File: src/rtl/id_ex_stage.sv
// rtl/id_ex_stage.sv - ID/EX pipeline register with load-use bubble insertion; optional stall counter under ID_EX_STALL_CNT_EN
module id_ex_stage #(
    parameter int DATA_W  = 32,
    parameter int ALUOP_W = 4
) (
    input  logic               clk,
    input  logic               rst_n,
    input  logic [4:0]         IfIdRegRs,
    input  logic [4:0]         IfIdRegRt,
    input  logic [4:0]         IfIdRegRd,
    input  logic               IdValid,
    input  logic               IdRegWrite,
    input  logic               IdMemRead,
    input  logic               IdMemWrite,
    input  logic               IdMemToReg,
    input  logic               IdAluSrc,
    input  logic               IdRegDst,
    input  logic [ALUOP_W-1:0] IdAluOp,
    input  logic [DATA_W-1:0]  IdReadData1,
    input  logic [DATA_W-1:0]  IdReadData2,
    input  logic [DATA_W-1:0]  IdSignExtImm,
    input  logic               Flush,
    input  logic               Hold,
    output logic [4:0]         IdExRegRs,
    output logic [4:0]         IdExRegRt,
    output logic [4:0]         IdExRegRd,
    output logic               IdExValid,
    output logic               IdExRegWrite,
    output logic               IdExMemRead,
    output logic               IdExMemWrite,
    output logic               IdExMemToReg,
    output logic               IdExAluSrc,
    output logic               IdExRegDst,
    output logic [ALUOP_W-1:0] IdExAluOp,
    output logic [DATA_W-1:0]  IdExReadData1,
    output logic [DATA_W-1:0]  IdExReadData2,
    output logic [DATA_W-1:0]  IdExSignExtImm,
    output logic               Stall,
    output logic [15:0]        StallCount
);

    logic loadUse;
    logic loadBubble;

    // Hazard when the load in EX writes a nonzero register that ID reads
    always_comb begin
        loadUse = IdExMemRead && (IdExRegRt != 5'd0) && IdValid &&
                  ((IdExRegRt == IfIdRegRs) || (IdExRegRt == IfIdRegRt));
    end

    // Flush outranks Hold; a load-use bubble waits until Hold drops
    assign loadBubble = Flush || (!Hold && loadUse);
    assign Stall      = !Flush && (Hold || loadUse);

    // Pipeline register: reset or bubble clears everything, Hold freezes, else capture ID
    always_ff @(posedge clk) begin
        if (!rst_n || loadBubble) begin
            IdExRegRs      <= '0;
            IdExRegRt      <= '0;
            IdExRegRd      <= '0;
            IdExValid      <= 1'b0;
            IdExRegWrite   <= 1'b0;
            IdExMemRead    <= 1'b0;
            IdExMemWrite   <= 1'b0;
            IdExMemToReg   <= 1'b0;
            IdExAluSrc     <= 1'b0;
            IdExRegDst     <= 1'b0;
            IdExAluOp      <= '0;
            IdExReadData1  <= '0;
            IdExReadData2  <= '0;
            IdExSignExtImm <= '0;
        end else if (!Hold) begin
            IdExRegRs      <= IfIdRegRs;
            IdExRegRt      <= IfIdRegRt;
            IdExRegRd      <= IfIdRegRd;
            IdExValid      <= IdValid;
            IdExRegWrite   <= IdRegWrite;
            IdExMemRead    <= IdMemRead;
            IdExMemWrite   <= IdMemWrite;
            IdExMemToReg   <= IdMemToReg;
            IdExAluSrc     <= IdAluSrc;
            IdExRegDst     <= IdRegDst;
            IdExAluOp      <= IdAluOp;
            IdExReadData1  <= IdReadData1;
            IdExReadData2  <= IdReadData2;
            IdExSignExtImm <= IdSignExtImm;
        end
    end

`ifdef ID_EX_STALL_CNT_EN
    logic [15:0] stallCnt;

    // Saturating count of stalled cycles, cleared only by reset
    always_ff @(posedge clk) begin
        if (!rst_n) begin
            stallCnt <= 16'h0000;
        end else if (Stall && (stallCnt != 16'hFFFF)) begin
            stallCnt <= stallCnt + 16'h0001;
        end
    end

    assign StallCount = stallCnt;
`else
    assign StallCount = 16'h0000;
`endif

endmodule

File: config.mk
export PLATFORM = sky130hd
export DESIGN_NAME = id_ex_stage
export DESIGN_NICKNAME = d
export VERILOG_FILES = /design/src/rtl/id_ex_stage.sv
export SDC_FILE = /design/constraint.sdc
export NUM_CORES = 1
export LEC_CHECK = 0
export BUFFER_PORTS_ARGS = -buffer_cell sky130_fd_sc_hd__buf_2
export CAP_MARGIN = 20
export CORE_MARGIN = 2
export CORE_UTILIZATION = 40
export DETAILED_ROUTE_END_ITERATION = 10
export PLACE_DENSITY = 0.76
export SLEW_MARGIN = 10
export SYNTH_ARGS = -nofsm -noshare
export SYNTH_HDL_FRONTEND = slang
export SYNTH_SLANG_ARGS = --single-unit
File: constraint.sdc
create_clock -name clk -period 4.4 [get_ports clk]
set_clock_uncertainty 0.05 [all_clocks]
set_input_delay 0.44 -clock clk [delete_from_list [all_inputs] [get_ports clk]]
set_output_delay 0.44 -clock clk [all_outputs]
set_load 0.02 [all_outputs]
[Word-level counts from Yosys, hierarchy flattened]
Cells that the tools add are included.
Word-level totals
  memory bits (writable): 0
  memories kept: 0
  bits in latches: 0
  output and inout bits: 139
  memory bits (read-only): 0
  logic and storage cells: 29
  bits in registers: 122
Cells by class
  divide/modulo/power cells: 0
  multiply operators: 0
  bitwise logic cells: 0
  shifts and indexed selects: 0
  eq/ne operators: 2
  magnitude comparators: 0
  mux-type cells: 0
  $add $sub $neg: 0
  reduce and logical (&&, ||, !) cells: 13
Operator list (number)
  5-bit == test: 2
  1-bit logical AND: 5
  5-bit nonzero test: 1
  1-bit logical OR: 4
  1-bit zero test: 3

[Longest topological paths before layout]
  word-level depth: 7
  mapped depth: 7
  gate-level depth less buffers: 4

[Least setup slack after synthesis]
OpenSTA, ideal clock, no wires.
  path type: register to output
  start: register IdExRegRt[0]
  end: output port Stall
  data required time: 3.910 ns
  setup slack: 2.151 ns
  cell stages (with the launch flop): 7
  data arrival time: 1.759 ns
  cells stage by stage: dfxtp_1 or4_1 o211ai_2 buf_6 buf_2 or2_2 o22ai_1
On the way
  word-level cells in the longest chain between the ends: 6
  elaborated cells between the ends (all ways): 9
Ends and longest elaborated chain
  from (decl): line 25  | output logic [4:0] IdExRegRt,
  from (signal assigned): line 74  | IdExRegRt <= IfIdRegRt;
  5-bit nonzero test: line 47  | loadUse = IdExMemRead && (IdExRegRt != 5'd0) && IdValid &&
  1-bit logical AND (2 in series): line 47
  1-bit logical AND *: line 47
  1-bit logical OR *: line 53  | assign Stall = !Flush && (Hold || loadUse);
  1-bit logical AND *: line 53
  to (decl): line 38  | output logic Stall,
Every way passes the cells marked *; elsewhere a longest branch is shown, timed or not.

[Final worst setup path]
Same ends and word-level chain as after synthesis.

==> summary.txt <==
Post-CTS Setup Bufs - 0
Initial antenna violation count - 0
Utilization after layout - 53.7%
DR pass1 iterations - 5
Switch share - 26.0%
Power per cell area - 406 nW/um2
Combinational Power Share - 15.1%
Critical path's largest stage delay - 0.62 ns
#FFs+latches synth - 122
Ratio of final minimum period to clock period - 65.6%
VDD IR-drop max - 254 uV
CTS HTree Levels - 4
Cells after Synth - 594
CTS sink cnt - 122
CTS clk-pin slew, worst paths - 0.06 ns
Global-route wire length before repair - 26000 um
Crit start category - flop
ANT nets after route - 0
Hold WC Path Type - input pin to flop
Final Wtd Congestion - 0.799
Post-synthesis sequential area ratio - 41.2%
Int Power - 2.34 mW
Max Root-Sink Buffers - 2
Layout Nets - 928
Count of final setup violators - 0
DRC viols - 0
PostCTS Resize Cnt - 0
DIE AREA - 15800 um2
PortBufs - 248
Slowest cell on crit path - or4_1
CTS tree - yes
Initial core utilization - 40.9%
RSZ-0062 raised after global routing - no
Register share of total power - 38.6%
# diodes - 0
Layout Cells excl Fill - 999
Syn avg cell area - 9.97 um2
Status - complete, no violations
Vias in the first global route - 5094
Slew Viols, Final - 0
Slew headroom - 38.4%
P_sw - 0.820 mW
Setup Crit Path Kind - flop to primary output
Clock network power share - 46.2%
Crit path DAT - 2.40 ns
Crit end category - primary output
Gr usage total - 19.8%
GRT overflow - 0
Max-Cap Viols - 0
Synth cell types - 20
Routed WL - 16100 um
P_leak - 4.43 nW
YS warnings - 0
Worst-path fanout max - 18
Post-synthesis instance area - 5920 um2
Tmin final - 2.89 ns
Die Span Y - 126 um
Post-DP HPWL - 10000 um
Fill count - 1329
Row count - 44
Post-DP Area - 7160 um2
I/O pin cnt - 265
Core area - 14500 um2
Largest net degree at the start of global routing - 69
Worst-Margin Slew - 0.922 ns
Post-route cell area - 7780 um2
Area Growth Syn to Fin - 31.3%
Fraction of layout cells with a size suffix above 1 - 35.8%
Crit path cell chain - or4_1 -> o211ai_4 -> or2_2 -> o22ai_1 -> buf_2
WP data required - 3.91 ns
Hold Buf Count CTS - 0
Via Count - 5376
Vias per std cell - 5.38
Hold Vio Cnt, Final - 0
Setup tns final - 0 ns
Root buf cell - clkbuf_16
Detailed Route Iter0 Violations - 344
Die Wd - 126 um
Max Fclk - 0.346 GHz
WL/cell - 16.2 um
Num CTS Buffers - 17
Worst-Skew Late Latency - 0.41 ns
Placed Instances - 967
WHS - 0.420 ns
-- cell usage after synthesis --
cell        n  area, um2
a21o_1    122        916
a22o_1    122       1070
dfxtp_1   122       2440
nor3b_1   122        916
clkbuf_1   45        169
buf_4      20        150
buf_2      15       75.1
xor2_1     10       87.6
nor2_1      3       11.3
buf_1       2       7.51
nor3_1      2       10.0
a22oi_2     1       12.5
buf_6       1       11.3
conb_1      1       3.75
inv_1       1       3.75
nand2b_1    1       6.26
o211ai_2    1       12.5
o22ai_1     1       6.26
or2_2       1       6.26
or4_1       1       7.51
-- sequential cells by signal, summed over array words and instances, names as in the netlist --
name and cells:
IdExAluOp 4, IdExAluSrc 1, IdExMemRead 1, IdExMemToReg 1
IdExMemWrite 1, IdExReadData1 32, IdExReadData2 32, IdExRegDst 1
IdExRegRd 5, IdExRegRs 5, IdExRegRt 5, IdExRegWrite 1
IdExSignExtImm 32, IdExValid 1
-- stage by stage --
step	total power, mW	setup WS [ns]
floorplan	1.56	2.15
global placement	1.72	1.71
detailed placement	1.72	1.66
CTS	3.19	1.49
global route	3.29	1.39
finish	3.16	1.51
-- worst max-delay path: cells and delay by family, from the launching register on --
family	cells	cell delay, ns
AO/OA/AOI/OAI	2	0.59
buffers and inverters	1	0.20
flip-flops	1	0.36
AND/OR/NAND/NOR	2	0.83
-- metal layers --
layer	up-vias	part of all wire [%]	GRT usage [%]
li1	2623	-	-
met1	2527	43	25.6
met2	203	48	31.7
met3	23	6.8	5.31
met4	0	2.2	7.97
met5	-	0	0
-- kinds of logic after synthesis --
| logic type | count (synthesis) | synth area share [%] |
|---|---|---|
| other cells | 1 | 0.0633 |
| buf+inv | 84 | 7.03 |
| flops | 122 | 41.2 |
| compound gates | 247 | 34.0 |
| simple gates | 130 | 16.2 |
| xor+xnor | 10 | 1.48 |
-- power by group through the flow --
stage / Sequential (mW) / Clock [mW] / Combinational, mW
after floorplan: 1.33 / 0 / 0.232
after global placement: 1.24 / 0 / 0.476
after detailed placement: 1.24 / 0 / 0.478
after CTS: 1.22 / 1.49 / 0.481
after global routing: 1.23 / 1.55 / 0.514
final: 1.22 / 1.46 / 0.477
-- area by class of cell --
class	count	area (um2)	area share, %
clock buffer	20	447	5.74
clock inverter	12	173	2.22
inverter	1	3.75	0.0483
multi-input combinational	403	3140	40.4
sequential	122	2440	31.4
tap	184	230	2.96
timing repair buffer	257	1340	17.2
-- cells in the final DEF, fill, tap and decap left out, types with 2 or more instances in the layout --
master      netlist  routed
xor2_1           10      10
clkinvlp_4        0       2
bufinv_16         0       4
nor3b_1         122     122
dfxtp_1         122     122
clkbuf_1         45       2
a22o_1          122     122
nor3_1            2       2
a21o_1          122     122
buf_12            0       2
nor2_1            3       2
clkinv_4          0       2
clkinv_2          0       4
buf_4            20       8
buf_2            15     247
clkbuf_16         0      17
conb_1            1      16
-- path summary, 6_finish.rpt --
path | start | to | slack [ns] | depth (start not counted)
min reg2reg | IdExReadData2[23]$_SDFFE_PP0N_ | IdExReadData2[23]$_SDFFE_PP0N_ | 0.50 | 2
max reg2reg | IdExRegRt[0]$_SDFFE_PP0N_ | IdExReadData2[6]$_SDFFE_PP0N_ | 1.97 | 5
max | IdExRegRt[0]$_SDFFE_PP0N_ | Stall | 1.51 | 5
min | IdReadData2[27] | IdExReadData2[27]$_SDFFE_PP0N_ | 0.42 | 3
Note: power is estimated with default switching activity, not from simulation.
